<file path="src/rtl/prio_enc_pkg.sv">
// Shared types and constants for the 8-to-3 handshake priority encoder.
package prio_enc_pkg;

    localparam int unsigned REQ_W  = 8;
    localparam int unsigned CODE_W = 3;

    // Reset value of the round-robin pointer: the first search starts at index 6.
    localparam logic [CODE_W-1:0] PTR_RST = 3'd7;

    typedef enum logic {
        IDLE  = 1'b0,
        OFFER = 1'b1
    } state_t;

endpackage

</file>
<file path="src/rtl/prio_enc8to3_comb.sv">
// Combinational 8-to-3 priority encoder: index of the highest set bit plus an any-set flag.
module prio_enc8to3_comb
    import prio_enc_pkg::*;
(
    input  logic [REQ_W-1:0]  vec,
    output logic [CODE_W-1:0] idx,
    output logic              any
);

    // Ascending scan so the highest set bit is the last one written.
    always_comb begin
        idx = '0;
        any = 1'b0;
        for (int unsigned i = 0; i < REQ_W; i++) begin
            if (vec[i]) begin
                idx = CODE_W'(i);
                any = 1'b1;
            end
        end
    end

endmodule

</file>
<file path="src/rtl/prio_encoder8to3_hs.sv">
// Priority encoder with a pending-request set and a valid/ready handshake on the code.
// Optional macro PRIO_ENCODER_ROUND_ROBIN_EN: rotating priority starting below the last
// accepted index; without it, fixed priority with bit 7 highest.
module prio_encoder8to3_hs
    import prio_enc_pkg::*;
#(
    parameter int STICKY = 1
) (
    input  logic              clk,
    input  logic              rst_n,
    input  logic [REQ_W-1:0]  req,
    input  logic              load,
    output logic [CODE_W-1:0] code,
    output logic              valid,
    input  logic              ready,
    output logic [REQ_W-1:0]  pending,
    output logic              none
);

    state_t              state;
    logic [REQ_W-1:0]    sel_vec;
    logic [CODE_W-1:0]   sel_idx;
    logic [CODE_W-1:0]   sel_code;
    logic                sel_any;
    logic                accept;
    logic [REQ_W-1:0]    clr_mask;
    logic [REQ_W-1:0]    pending_nxt;

    assign accept   = valid & ready;
    assign clr_mask = accept ? (REQ_W'(1) << code) : '0;
    assign none     = (pending == '0) && !valid;

`ifdef PRIO_ENCODER_ROUND_ROBIN_EN
    logic [CODE_W-1:0]   last_accepted;
    logic [2*REQ_W-1:0]  dbl;

    // Rotate so index (last_accepted-1) lands on bit 7; the encoder result is rotated back.
    assign dbl      = {pending, pending} >> last_accepted;
    assign sel_vec  = dbl[REQ_W-1:0];
    assign sel_code = sel_idx + last_accepted;

    // Pointer advances only when a code is accepted.
    always_ff @(posedge clk or negedge rst_n) begin
        if (!rst_n) begin
            last_accepted <= PTR_RST;
        end else if (accept) begin
            last_accepted <= code;
        end
    end
`else
    assign sel_vec  = pending;
    assign sel_code = sel_idx;
`endif

    prio_enc8to3_comb u_enc (
        .vec (sel_vec),
        .idx (sel_idx),
        .any (sel_any)
    );

    // Acceptance clears its bit first, then a load applies, so a same-edge set wins.
    always_comb begin
        pending_nxt = pending & ~clr_mask;
        if (load) begin
            if (STICKY != 0) begin
                pending_nxt = pending_nxt | req;
            end else begin
                pending_nxt = req;
            end
        end
    end

    // Pending request set.
    always_ff @(posedge clk or negedge rst_n) begin
        if (!rst_n) begin
            pending <= '0;
        end else begin
            pending <= pending_nxt;
        end
    end

    // Offer FSM: select from pending in IDLE, hold code/valid in OFFER until accepted.
    always_ff @(posedge clk or negedge rst_n) begin
        if (!rst_n) begin
            state <= IDLE;
            code  <= '0;
            valid <= 1'b0;
        end else begin
            case (state)
                IDLE: begin
                    if (sel_any) begin
                        code  <= sel_code;
                        valid <= 1'b1;
                        state <= OFFER;
                    end
                end
                OFFER: begin
                    if (ready) begin
                        valid <= 1'b0;
                        state <= IDLE;
                    end
                end
                default: begin
                    state <= IDLE;
                    valid <= 1'b0;
                end
            endcase
        end
    end

endmodule

</file>
<file path="config.mk">
export PLATFORM = sky130hd
export DESIGN_NAME = prio_encoder8to3_hs
export DESIGN_NICKNAME = d
export VERILOG_FILES = /design/src/rtl/prio_enc_pkg.sv /design/src/rtl/prio_enc8to3_comb.sv /design/src/rtl/prio_encoder8to3_hs.sv
export SDC_FILE = /design/constraint.sdc
export NUM_CORES = 1
export LEC_CHECK = 0
export CORE_UTILIZATION = 40
export CTS_CLUSTER_SIZE = 30
export DETAILED_ROUTE_END_ITERATION = 10
export HOLD_SLACK_MARGIN = 0.08
export PLACE_DENSITY = 0.85
export SLEW_MARGIN = 20
export SYNTH_ARGS = -nofsm -noshare
export SYNTH_HDL_FRONTEND = slang
export SYNTH_SLANG_ARGS = --single-unit
</file>
<file path="constraint.sdc">
create_clock -name clk -period 2.2 [get_ports clk]
set_clock_uncertainty 0.15 [all_clocks]
set_input_delay 0.33 -clock clk [delete_from_list [all_inputs] [get_ports clk]]
set_output_delay 0.33 -clock clk [all_outputs]
set_load 0.01 [all_outputs]
</file>
# Word level (Yosys, flattened, before mapping)
# Cells that the tools add are included.
dict set report word_totals {
  reg_bits 13
  in_bits 12
  output_inout_bits 13
  word_cells 40
}
dict set report op_classes {
  n_eq_ne 2
  shift 1
  n_mux 23
  bitwise 5
  reduce_logical 5
}
# op count
set ops {}
lappend ops {{2-to-1 mux 8 bit} 2}
lappend ops {{2-to-1 mux 1 bit} 13}
lappend ops {{2-to-1 mux 3 bit} 4}
lappend ops {{AND 8 bit} 1}
lappend ops {{logical NOT 8 bit} 1}
lappend ops {{NOT 8 bit} 1}
lappend ops {{OR 8 bit} 1}
lappend ops {{left shift 1 x 3 -> 8 bit, first input constant} 1}
lappend ops {{2-to-1 mux 2 bit} 2}
lappend ops {{!= test 2 bit, second input constant} 2}
lappend ops {{case mux 1 bit (2 select lines)} 2}
lappend ops {{AND reduction 2 bit} 2}
lappend ops {{AND 1 bit} 1}
lappend ops {{logical AND 1 bit} 1}
lappend ops {{logical NOT 1 bit} 1}
lappend ops {{NOT 1 bit} 1}

# Longest topological paths before layout
dict set report depth {
  depth_word 10
  mapped_depth 4
  depth_no_buf 4
}

# Hierarchy
# From an unflattened synthesis, not the netlist that was laid out.
dict set report hier_totals {
  hier_cells 67
  hier_area_um2 614.3
}
# module instances cells_per_inst area_each_um2 seq_area_each_um2
set by_module_without_submodules {}
lappend by_module_without_submodules {prio_encoder8to3_hs 1 55 556.8 325.3}
lappend by_module_without_submodules {prio_enc8to3_comb 1 12 57.6 0.0}

# Worst setup path after synthesis
# Ideal clock, no wire load.
dict set report synth_timing {
  path_kind {reg-to-output}
  startpoint {register pending[6]}
  endpoint {output port none}
  t_arrival_ns 1.093
  required_ns 1.720
  slack_ns 0.627
  path_stages_with_launch 4
  path_buffers 0
  cell_sequence {dfrtp_1 > nor4_4 > nand2_1 > nor2_1}
}
dict set report synth_via {
  elab_chain_cells 2
}
# item line_no
set synth_rtl {}
lappend synth_rtl {{start: declaration} prio_encoder8to3_hs.sv:16} ;# output logic [REQ_W-1:0] pending,
lappend synth_rtl {{start signal: assignment} prio_encoder8to3_hs.sv:78} ;# pending <= pending_nxt;
lappend synth_rtl {{logical NOT 8 bit} prio_encoder8to3_hs.sv:31} ;# assign none = (pending == '0) && !valid;
lappend synth_rtl {{logical AND 1 bit} prio_encoder8to3_hs.sv:31}
lappend synth_rtl {{end: declaration} prio_encoder8to3_hs.sv:17} ;# output logic none
# No other way between the ends.

# Worst setup path after layout
dict set report layout_timing {
  startpoint {register pending[7]}
  endpoint {output port none}
}
# Same word-level chain as after synthesis.

==> results.cfg <==
[pwr]
powerDensity_mw_per_mm2 = 654
peakVddDrop_v = 0.000369
p_leak_uw = 0.000361

[status]
status = complete, no violations

[floorplanning]
core_region_area_mm2 = 0.00135
io_pins = 25
dieWidth_um = 41.0
start_util_pct = 45.0
die_h_um = 41.0
die_area_mm2 = 0.00168
rows = 13

[timing]
setup_viol_count_final = 0
layout_min_cycle_time_ns = 2.08
slew_headroom_pct = 62.9
fmax_mhz = 482
worst_slew_pin_slew_ns = 0.555
hold_ws_ns = 0.260
period_share_pct = 94.4
rsz0062_at_grt = no
timing.final.hold_violations = 0
finalWorstSetupSlack_ns = 0.123
fin_setup_tns_ns = 0
report.final.slew_viol_count = 0

[worst_hold_path]
hold_path.class = in -> async

[final_layout]
regArea_um2 = 327
nNetsFinal = 105
final_common_cell = clkdlybuf4s50_1
nFillCells = 109
syn_to_final_growth_pct = 46.3
drive_above_1_share_pct = 7.61
most-common-layout-cells = clkdlybuf4s50_1 (23), nand2_1 (18), dfrtp_1 (12)
multi_input_area_um2 = 272
diodes = 0

[route]
met3WireLength_um = 79
drcViolationCount = 0
topRoutingLayerUsed = met4
antenna_left = 0
via_count = 572
wl_per_cell_um = 13.2
dr_wl_met2_um = 692
wl_mm = 1.41
vias_per_cell = 5.35
dr.pass1.iters = 4
drt_iter0_drc = 14
wl_met1_um = 626

[clock_network]
cts_max_path_buffers = 2
clock_latency_ns = 0.27
cts_root_buffer = clkbuf_4
cts.hold.buffers_added = 0
clk_pin_slew_ns = 0.08
cts_buffers = 3
clock-sinks = 13
cts-htree-levels = 1
cts_tree = yes

[logic_synthesis]
syn_nets = 77
syn_area_per_cell_um2 = 9.36
yosys_register_bits = 13
yosysWarnings = 0
synth_cell_types = 16
ys_seq_area_share_pct = 53.5
syn_area_um2 = 608
netlist_instances = 65

[worst_setup_path]
endpoint_kind = output pin
cp-start-kind = flip-flop
slowest_delay_ns = 0.45
slowest_stage = dfrtp_2
worstReg2RegStart = pending[7]$_DFF_PN0_
crit_fanout = 5
arrival_ns = 1.60
worstRegToRegCells = 4
cp_data_required_time_ns = 1.72
cp_cell_sequence = nor4_4 > nand2_1 > nor2_1 > dlygate4sd2_1
critPathKind = reg -> out
reg2reg_slack_ns = 0.77
timing.rr.end = code[0]$_DFFE_PN0P_

[global_routing]
grt_max_degree = 14
overflow = 0
grt_pass1_wl_mm = 2.18
antenna_found_initial = 0
grtUsageTotal_pct = 20.5
grt_pass1_vias = 528

[placed_design]
place_ws_ns = 0.130
hpwl_mm = 1.13
port_buffers = 24
place.gp.congestion = 0.771

[flow_run]
drv_cap = 0
==> state kept, by name (all words and copies together) (netlist names) <==
register / flops
pending: 8
code: 3
state: 1
valid: 1
==> critical path, delay by kind of cell (launching register included) <==
family	cells	cell delay, ns
buffers and inverters	1	0.28
AND/OR/NAND/NOR	3	0.59
flip-flops	1	0.45
==> report_power, final <==
group	internal, uW	switching, uW	leakage, uW
clock network	70.3	73.8	0.0000150
logic	77.0	55.8	0.000221
registers	264	41.6	0.000126
total	411	171	0.000361
==> cells by family (layout without fill, tap and decap cells) <==
logic type | count (synthesis) | after routing | synth area share [%]
AO/OA/AOI/OAI | 19 | 19 | 18.3
AND/OR/NAND/NOR | 30 | 30 | 26.3
buffers and inverters | 3 | 30 | 1.85
flip-flops | 13 | 13 | 53.5
==> cell type report <==
cell class	instances	area share, %
Sequential cell	13	36.7
Multi-Input combinational cell	49	30.5
Timing Repair Buffer	24	26.9
Clock buffer	4	2.95
Tap cell	15	2.11
Inverter	2	0.844
==> per-stage QoR <==
stage	instances	total power, uW	util, %	instance area (um2)
after floorplan	65	354	-	608
after detailed placement	103	442	63.9	863
after global placement	103	437	63.9	863
after CTS	107	589	65.9	890
final	107	582	65.9	890
after global routing	107	618	65.9	890
==> cells in the mapped netlist <==
cell	instances	area share [%]
nand2_1	18	11
dfrtp_1	13	53
o21ai_0	9	7.4
nor2_1	5	3.1
a21oi_1	4	3.3
nand2b_1	3	3.1
inv_1	2	1.2
nor4_4	2	7.0
o31ai_1	2	2.5
a21oi_2	1	1.4
a31oi_1	1	1.0
clkbuf_1	1	0.62
nand3_1	1	0.82
nand3b_1	1	1.2
o21a_1	1	1.2
o311ai_0	1	1.4
==> worst max-delay path by stage <==
stage,start,endpoint,slack (ns),depth (start not counted)
after CTS,pending[7]$_DFF_PN0_,none,0.12,4
final,pending[7]$_DFF_PN0_,none,0.12,4
after global placement,pending[6]$_DFF_PN0_,none,0.17,4
after floorplan,pending[6]$_DFF_PN0_,none,0.63,3
after detailed placement,pending[6]$_DFF_PN0_,none,0.13,4
after global routing,pending[3]$_DFF_PN0_,none,0.05,4
==> layer usage <==
metal	vias to the layer above	global-route usage (%)
li1	280	-
met1	267	24.6
met2	23	35.2
met3	2	4.89
met4	0	7.50
met5	-	0
==> what timing repair did <==
| action | CTS | global route |
|---|---|---|
| endpoints found under the setup margin | 1 | 0 |
| buffers inserted | 0 | 0 |
| gates resized for setup | 2 | 0 |
(Power assumes the default switching activity.)
